<file path="src/rtl/digit_link_pkg.sv">
// Shared constants and types for the serial 7-segment digit link.
// A digit travels LSB first as {dp, led[6:0]}, so the decimal point is the
// last bit on the wire and lands in bit DP_BIT of the reassembled byte.
package digit_link_pkg;
    localparam int DIGIT_W  = 8;
    localparam int LED_W    = 7;
    localparam int BITCNT_W = 3;
    localparam int DP_BIT   = 7;

    typedef enum logic {
        IDLE  = 1'b0,
        SHIFT = 1'b1
    } state_t;
endpackage

</file>
<file path="src/rtl/digit_deserializer.sv">
// Shift-in register plus bit counter for one serial digit.
// byte_val is the digit as it will look after the current sample is taken,
// so the parent can capture a finished digit on the same edge that samples
// its last bit. byte_done flags that edge; both are internal combinational
// signals and the parent registers everything it drives out.
// Only the upper seven bits of the shift register are kept: the oldest
// stored bit is never needed because the completed digit is taken from
// byte_val, which still contains it.
module digit_deserializer
    import digit_link_pkg::*;
(
    input  logic               clk,
    input  logic               reset,
    input  logic               en,
    input  logic               restart,
    input  logic               serial_in,
    output logic [DIGIT_W-1:0] byte_val,
    output logic               byte_done
);

    logic [DIGIT_W-1:1]  sr_reg;
    logic [BITCNT_W-1:0] bit_cnt_reg;

    assign byte_val  = {serial_in, sr_reg};
    assign byte_done = en & ~restart & (bit_cnt_reg == BITCNT_W'(DIGIT_W - 1));

    // Shift right on every qualified sample; restart makes this sample bit 0.
    always_ff @(posedge clk or posedge reset) begin
        if (reset) begin
            sr_reg      <= '0;
            bit_cnt_reg <= '0;
        end else if (en) begin
            sr_reg <= byte_val[DIGIT_W-1:1];
            if (restart) begin
                bit_cnt_reg <= BITCNT_W'(1);
            end else begin
                bit_cnt_reg <= bit_cnt_reg + 1'b1;
            end
        end
    end

endmodule

</file>
<file path="src/rtl/digit_shift_receiver.sv">
// Receiving end of the serial 7-segment digit link: reassembles LSB-first
// digits and stores NUM_DIGITS of them per frame, starting at a start strobe.
// Optional build macro: DIGIT_SHIFT_RX_FRAME_ERR_EN enables the frame_err
// pulse for resyncs that cut a frame short; otherwise frame_err is tied low.
module digit_shift_receiver
    import digit_link_pkg::*;
#(
    parameter int NUM_DIGITS = 4,
    parameter int IDX_W      = 3
) (
    input  logic                          clk,
    input  logic                          reset,
    input  logic                          en,
    input  logic                          start,
    input  logic                          serial_in,
    output logic [LED_W-1:0]              led_out,
    output logic                          dp_out,
    output logic [IDX_W-1:0]              digit_idx,
    output logic                          digit_valid,
    output logic                          frame_done,
    output logic [DIGIT_W*NUM_DIGITS-1:0] digits,
    output logic                          frame_err
);

    localparam logic [IDX_W-1:0] LAST_IDX = IDX_W'(NUM_DIGITS - 1);

    state_t             state_reg;
    state_t             state_next;
    logic [IDX_W-1:0]   wr_idx_reg;
    logic [DIGIT_W-1:0] slot_reg [NUM_DIGITS];
    logic               des_en;
    logic               des_restart;
    logic [DIGIT_W-1:0] byte_val;
    logic               byte_done;
    logic               last_digit;

    // In IDLE only a qualified start is accepted; in SHIFT every strobe counts.
    assign des_en      = en & ((state_reg == SHIFT) | start);
    assign des_restart = en & start;
    assign last_digit  = (wr_idx_reg == LAST_IDX);

    digit_deserializer u_deser (
        .clk       (clk),
        .reset     (reset),
        .en        (des_en),
        .restart   (des_restart),
        .serial_in (serial_in),
        .byte_val  (byte_val),
        .byte_done (byte_done)
    );

    // State register.
    always_ff @(posedge clk or posedge reset) begin
        if (reset) begin
            state_reg <= IDLE;
        end else begin
            state_reg <= state_next;
        end
    end

    // Next state: enter on start, leave once the last slot of the frame fills.
    always_comb begin
        state_next = state_reg;
        case (state_reg)
            IDLE: begin
                if (en && start) begin
                    state_next = SHIFT;
                end
            end
            SHIFT: begin
                if (byte_done && last_digit) begin
                    state_next = IDLE;
                end
            end
            default: state_next = IDLE;
        endcase
    end

    // Write index, frame buffer and registered digit outputs.
    always_ff @(posedge clk or posedge reset) begin
        if (reset) begin
            wr_idx_reg  <= '0;
            led_out     <= '0;
            dp_out      <= 1'b0;
            digit_idx   <= '0;
            digit_valid <= 1'b0;
            frame_done  <= 1'b0;
            for (int i = 0; i < NUM_DIGITS; i++) begin
                slot_reg[i] <= '0;
            end
        end else begin
            digit_valid <= byte_done;
            frame_done  <= byte_done & last_digit;
            if (des_restart) begin
                wr_idx_reg <= '0;
            end else if (byte_done) begin
                wr_idx_reg <= last_digit ? '0 : wr_idx_reg + 1'b1;
            end
            if (byte_done) begin
                led_out   <= byte_val[LED_W-1:0];
                dp_out    <= byte_val[DP_BIT];
                digit_idx <= wr_idx_reg;
            end
            for (int i = 0; i < NUM_DIGITS; i++) begin
                if (byte_done && (wr_idx_reg == IDX_W'(i))) begin
                    slot_reg[i] <= byte_val;
                end
            end
        end
    end

    generate
        for (genvar gi = 0; gi < NUM_DIGITS; gi++) begin : g_slot
            assign digits[gi*DIGIT_W +: DIGIT_W] = slot_reg[gi];
        end
    endgenerate

`ifdef DIGIT_SHIFT_RX_FRAME_ERR_EN
    // Any qualified start seen in SHIFT means the frame in progress never
    // finished: either a digit was cut mid-way or fewer than NUM_DIGITS
    // digits arrived before the next sync.
    always_ff @(posedge clk or posedge reset) begin
        if (reset) begin
            frame_err <= 1'b0;
        end else begin
            frame_err <= (state_reg == SHIFT) & en & start;
        end
    end
`else
    assign frame_err = 1'b0;
`endif

endmodule

</file>
<file path="config.mk">
export PLATFORM = sky130hd
export DESIGN_NAME = digit_shift_receiver
export DESIGN_NICKNAME = d
export VERILOG_FILES = /design/src/rtl/digit_link_pkg.sv /design/src/rtl/digit_deserializer.sv /design/src/rtl/digit_shift_receiver.sv
export SDC_FILE = /design/constraint.sdc
export NUM_CORES = 1
export LEC_CHECK = 0
export CAP_MARGIN = 10
export CORE_MARGIN = 2
export CORE_UTILIZATION = 50
export CTS_CLUSTER_SIZE = 8
export DETAILED_ROUTE_END_ITERATION = 16
export PLACE_DENSITY_LB_ADDON = 0.2
export SYNTH_ARGS = -nofsm -noshare
export SYNTH_HDL_FRONTEND = slang
export SYNTH_SLANG_ARGS = --single-unit
</file>
<file path="constraint.sdc">
create_clock -name clk -period 2 [get_ports clk]
set_input_delay 0.4 -clock clk [delete_from_list [all_inputs] [get_ports clk]]
set_output_delay 0.4 -clock clk [all_outputs]
set_load 0.02 [all_outputs]
</file>
# Word level (Yosys, flattened, before mapping)
# Cells that the tools add are included.
# classes
addsub	2
n_eq_ne	4
n_mux	7
bitwise	8
reduce_logical	7
# ops
cell	n
3-bit two-way mux	4
3-bit by 1-bit adder with 3-bit output, second input constant	2
3-bit by 2-bit equality test with 1-bit output, second input constant	2
1-bit AND	5
1-bit logical AND	5
3-bit by 1-bit equality test with 1-bit output, second input constant	1
3-bit equality test, second input constant	1
3-bit logical NOT	1
1-bit two-way mux	2
1-bit inverter	2
1-bit case mux with 2 select lines	1
2-bit nonzero test	1
1-bit bitwise OR	1
# word_totals
regBits	59
wordCells	41

# Logic depth before layout (Yosys ltp)
# logic_depth
word_depth	7
depth_mapped	7

# Cells and area by module
# From an unflattened synthesis, not the netlist that was laid out.
# hier_totals
cells_unflattened	153
area_unflattened_um2	2392.3
# modules_own_cells
mod	instances	cells_each	area_each_um2
digit_shift_receiver	1	123	1940.6
digit_deserializer	1	30	451.7

# Least setup slack after synthesis
# No wires, ideal clock.
# synth_path
kind	register to register
start	reg u_deser.bit_cnt_reg[0]
end	reg slot_reg (netlist bit digits[0])
setup_time_ns	0.125
arrival_time_ns	1.569
t_required_ns	1.875
path_slack_ns	0.305
path_stages_with_launch	7
n_path_buf	1
synth_period_minus_slack_ns	1.695
path_cell_list	dfrtp_1 > ha_1 > ha_1 > and2b_2 > and3_1 > buf_6 > mux2_4
# synth_via
elab_chain_cells	3
# synth_rtl
element	line_no	source
from (decl)	digit_deserializer.sv:22	logic [BITCNT_W-1:0] bit_cnt_reg;
from (signal assigned)	digit_deserializer.sv:37	bit_cnt_reg <= bit_cnt_reg + 1'b1;
3-bit equality test	digit_deserializer.sv:25	assign byte_done = en & ~restart & (bit_cnt_reg == BITCNT_W'(DIGIT_W - 1));
1-bit AND	digit_deserializer.sv:25	
1-bit logical AND	digit_shift_receiver.sv:105	if (byte_done && (wr_idx_reg == IDX_W'(i))) begin
to (signal, indexed assignment)	digit_shift_receiver.sv:106	slot_reg[i] <= byte_val;
to (decl)	digit_shift_receiver.sv:30	logic [DIGIT_W-1:0] slot_reg [NUM_DIGITS];
# No other way between the ends.
# A chain may end at the register's enable or synchronous reset.

# Final worst setup path
# layout_path
start	reg u_deser.bit_cnt_reg[0]
end	reg slot_reg (netlist bit digits[8])
# Same word-level chain as after synthesis.

==> summary.md <==
| Metric | Value |
|---|---|
| Status | `completed` |
| DP Area | `about 0.0032 mm^2` |
| Post-CTS Resized | `0` |
| Drt wl/cell | `roughly 16 um` |
| Yosys warns | `0` |
| Minimum clock period | `~1900 ps` |
| Post-CTS setup buffers | `0` |
| Clock edge transition at the registers on the reported setup and hold paths | `60 ps` |
| ANT nets after route | `0` |
| TritonCTS clock tree | `done` |
| RSZ-0062 raised after global routing | `false` |
| Core area | `0.00475 mm^2` |
| PnR Total Power | `roughly 0.0031 W` |
| Area delta synth->final | `33.6%` |
| IO buf count | `between 40 and 50` |
| Critical-path cell list | `ha_1 -> ha_1 -> and2b_2 -> and3_1 -> buf_4 -> mux2_4` |
| Clock Path Buffers | `2` |
| Worst clock skew | `roughly 6.1 ps` |
| CP Class | `register to register` |
| Final Slew Violations | `0` |
| H-tree lvl count | `3` |
| # setup viols final | `0` |
| Crit path max-delay cell type | `dfrtp_1` |
| Nets | `between 200 and 300` |
| R2r setup slk | `roughly 140 ps` |
| Achievable frequency | `537 MHz` |
| First drt pass iteration count | `4` |
| PD cells | `915 mW/mm^2` |
| Area of the die | `approximately 0.0056 mm^2` |
| Post-synthesis sequential area ratio | `0.591` |
| Worst vdd ir | `around 0.55 mV` |
| Layout cells sized above 1 | `0.302` |
| ANT cells | `0` |
| I/O pin cnt | `slightly above 50` |
| DP HPWL | `3570 um` |
| Cell area after layout | `roughly 0.0033 mm^2` |
| Placer Congestion | `0.739` |
| Mapped Cells | `~170` |
| Leakage power | `1.59 nW` |
| Yosys cell types | `30` |
| Clock root buffer | `clkbuf_8` |
| CP startpoint kind | `register` |
| Gr usage total | `0.205` |
| Clock buffer count from CTS | `9` |
| Critical Path End Type | `register` |
| Initial antenna violation count | `0` |
| Netlist Area Pre-Place | `0.00250 mm^2` |
| Fillers | `approximately 340` |
| Final Hold Viols | `0` |
| Post-Route WL | `~5100 um` |
| Crit share post-route | `0.931` |
| Vias | `~1,500` |
| Rows | `25` |
| Worst R2R Start | `u_deser.bit_cnt_reg[0]` |
| Die height | `74.7 um` |
| Num Clock Sinks | `approximately 60` |
| CP Max Fanout | `5` |
| #FFs+latches synth | `59` |
| CP arrival | `between 2000 and 2500 ps` |
| Post-DR vias/cell | `~4.9` |
| Hold-fix buffers, CTS | `0` |
| DRC viols | `0` |
| Fin Hold WS | `roughly 380 ps` |
| Number of global-route vias before repair | `1,599` |
| Max-Cap Viols | `0` |
| Die Wd | `74.7 um` |
| GRT Residual Overflow | `0` |
| DR iter-0 viols | `between 80 and 90` |
| Starting Density | `0.525` |
| Worst skew pair latency | `approximately 330 ps` |
| Worst EP required | `roughly 2200 ps` |
| Syn Nets | `~190` |
| Mean area per synthesized cell | `between 10 and 15 um^2` |
| Crit path from | `u_deser.bit_cnt_reg[0]` |
| First-pass GRT wire length | `about 8000 um` |
| Max FFs per register | `32` |
| Setup TNS | `0 ps` |
| Largest net degree at the start of global routing | `19` |
| Largest stage delay on the critical path | `~400 ps` |
| Classification of the worst-slack hold path | `input pin to asynchronous set/reset pin` |
| Most common cell on crit path | `ha_1` |
-- metrics by stage --
stage | utilization | cells | setup WS (ps)
finish | 0.701 | 312 | 138
global route | 0.701 | 312 | 82.2
CTS | 0.701 | 312 | 136
detailed placement | 0.663 | 297 | -21.7
global placement | 0.663 | 297 | 21.9
floorplan | - | 174 | 144
-- report_power, final --
group,switching [W],internal (W)
Combinational,0.000260,0.000314
Sequential,0.000151,0.00134
Clock,0.000443,0.000545
-- layout by cell type (no fill, tap or decap), drive strengths merged --
| master | n |
|---|---|
| nand2 | 33 |
| clkdlybuf4s50 | 49 |
| a21oi | 2 |
| clkinvlp | 1 |
| nor2 | 1 |
| nor2b | 1 |
| and3b | 1 |
| and2b | 1 |
| o21a | 1 |
| and3 | 4 |
| ha | 6 |
| clkbuf | 14 |
| conb | 1 |
| nand4b | 1 |
| o21ai | 3 |
| nand3b | 1 |
| buf | 15 |
| o22ai | 1 |
| a22o | 1 |
| nand3 | 1 |
| mux2i | 1 |
| or3 | 1 |
| dfrtp | 59 |
| mux2 | 39 |
| inv | 5 |
| a21boi | 2 |
-- cells by family after synthesis --
family | after synthesis | synth area share
other cells | 1 | 0.00150
flops | 59 | 0.591
mux | 40 | 0.228
simple gates | 45 | 0.0877
compound gates | 10 | 0.0271
buf+inv | 13 | 0.0341
fa+ha+maj | 6 | 0.0301
-- worst max-delay path: cells and delay by family (launching register included) --
family	cells	cell delay, ps
adder cells (fa/ha/maj)	2	440
buffers and inverters	1	180
flip-flops	1	400
multiplexers	1	290
AND/OR/NAND/NOR	2	440
-- cells in the mapped netlist, drive strengths merged --
master / n / share of area
o21ai: 3 / 0.0075
and3b: 1 / 0.0050
a22o: 1 / 0.0040
or3: 1 / 0.0025
inv: 5 / 0.0075
and2b: 1 / 0.0035
a21boi: 2 / 0.0060
nand4b: 1 / 0.0060
and3: 4 / 0.012
conb: 1 / 0.0015
nand2: 33 / 0.050
o22ai: 1 / 0.0025
o21a: 1 / 0.0030
dfrtp: 59 / 0.59
nand3: 1 / 0.0020
a21oi: 2 / 0.0040
buf: 7 / 0.025
clkbuf: 1 / 0.0015
nor2b: 1 / 0.0025
nand3b: 1 / 0.0030
nor2: 1 / 0.0015
mux2: 39 / 0.22
mux2i: 1 / 0.0040
ha: 6 / 0.030
-- per-layer routing --
metal / track usage / share of wire / up-vias
li1: - / - / 714
met1: 0.254 / 0.45 / 783
met2: 0.327 / 0.49 / 36
met3: 0.0776 / 0.041 / 8
met4: 0.0794 / 0.018 / 0
met5: 0 / 0 / -
-- area by class of cell --
| cell class | instances | area, um^2 | area share |
|---|---|---|---|
| clock inverter | 1 | 7.51 | 0.00225 |
| timing repair buffer | 64 | 641 | 0.192 |
| clock buffer | 14 | 173 | 0.0518 |
| tap | 67 | 83.8 | 0.0251 |
| multi-input combinational | 102 | 935 | 0.280 |
| inverter | 5 | 18.8 | 0.00563 |
| sequential | 59 | 1480 | 0.443 |
-- worst paths after layout --
kind                                      to  cells after the start
worst max-delay path               digits[8]                      6
worst min-delay path              digits[30]                      2
worst max register to register     digits[8]                      6
worst min register to register  digit_idx[2]                      2
max in group asynchronous         digits[25]                      3
min in group clk                digit_idx[2]                      2
No activity file was read; power rests on OpenSTA's default activity.
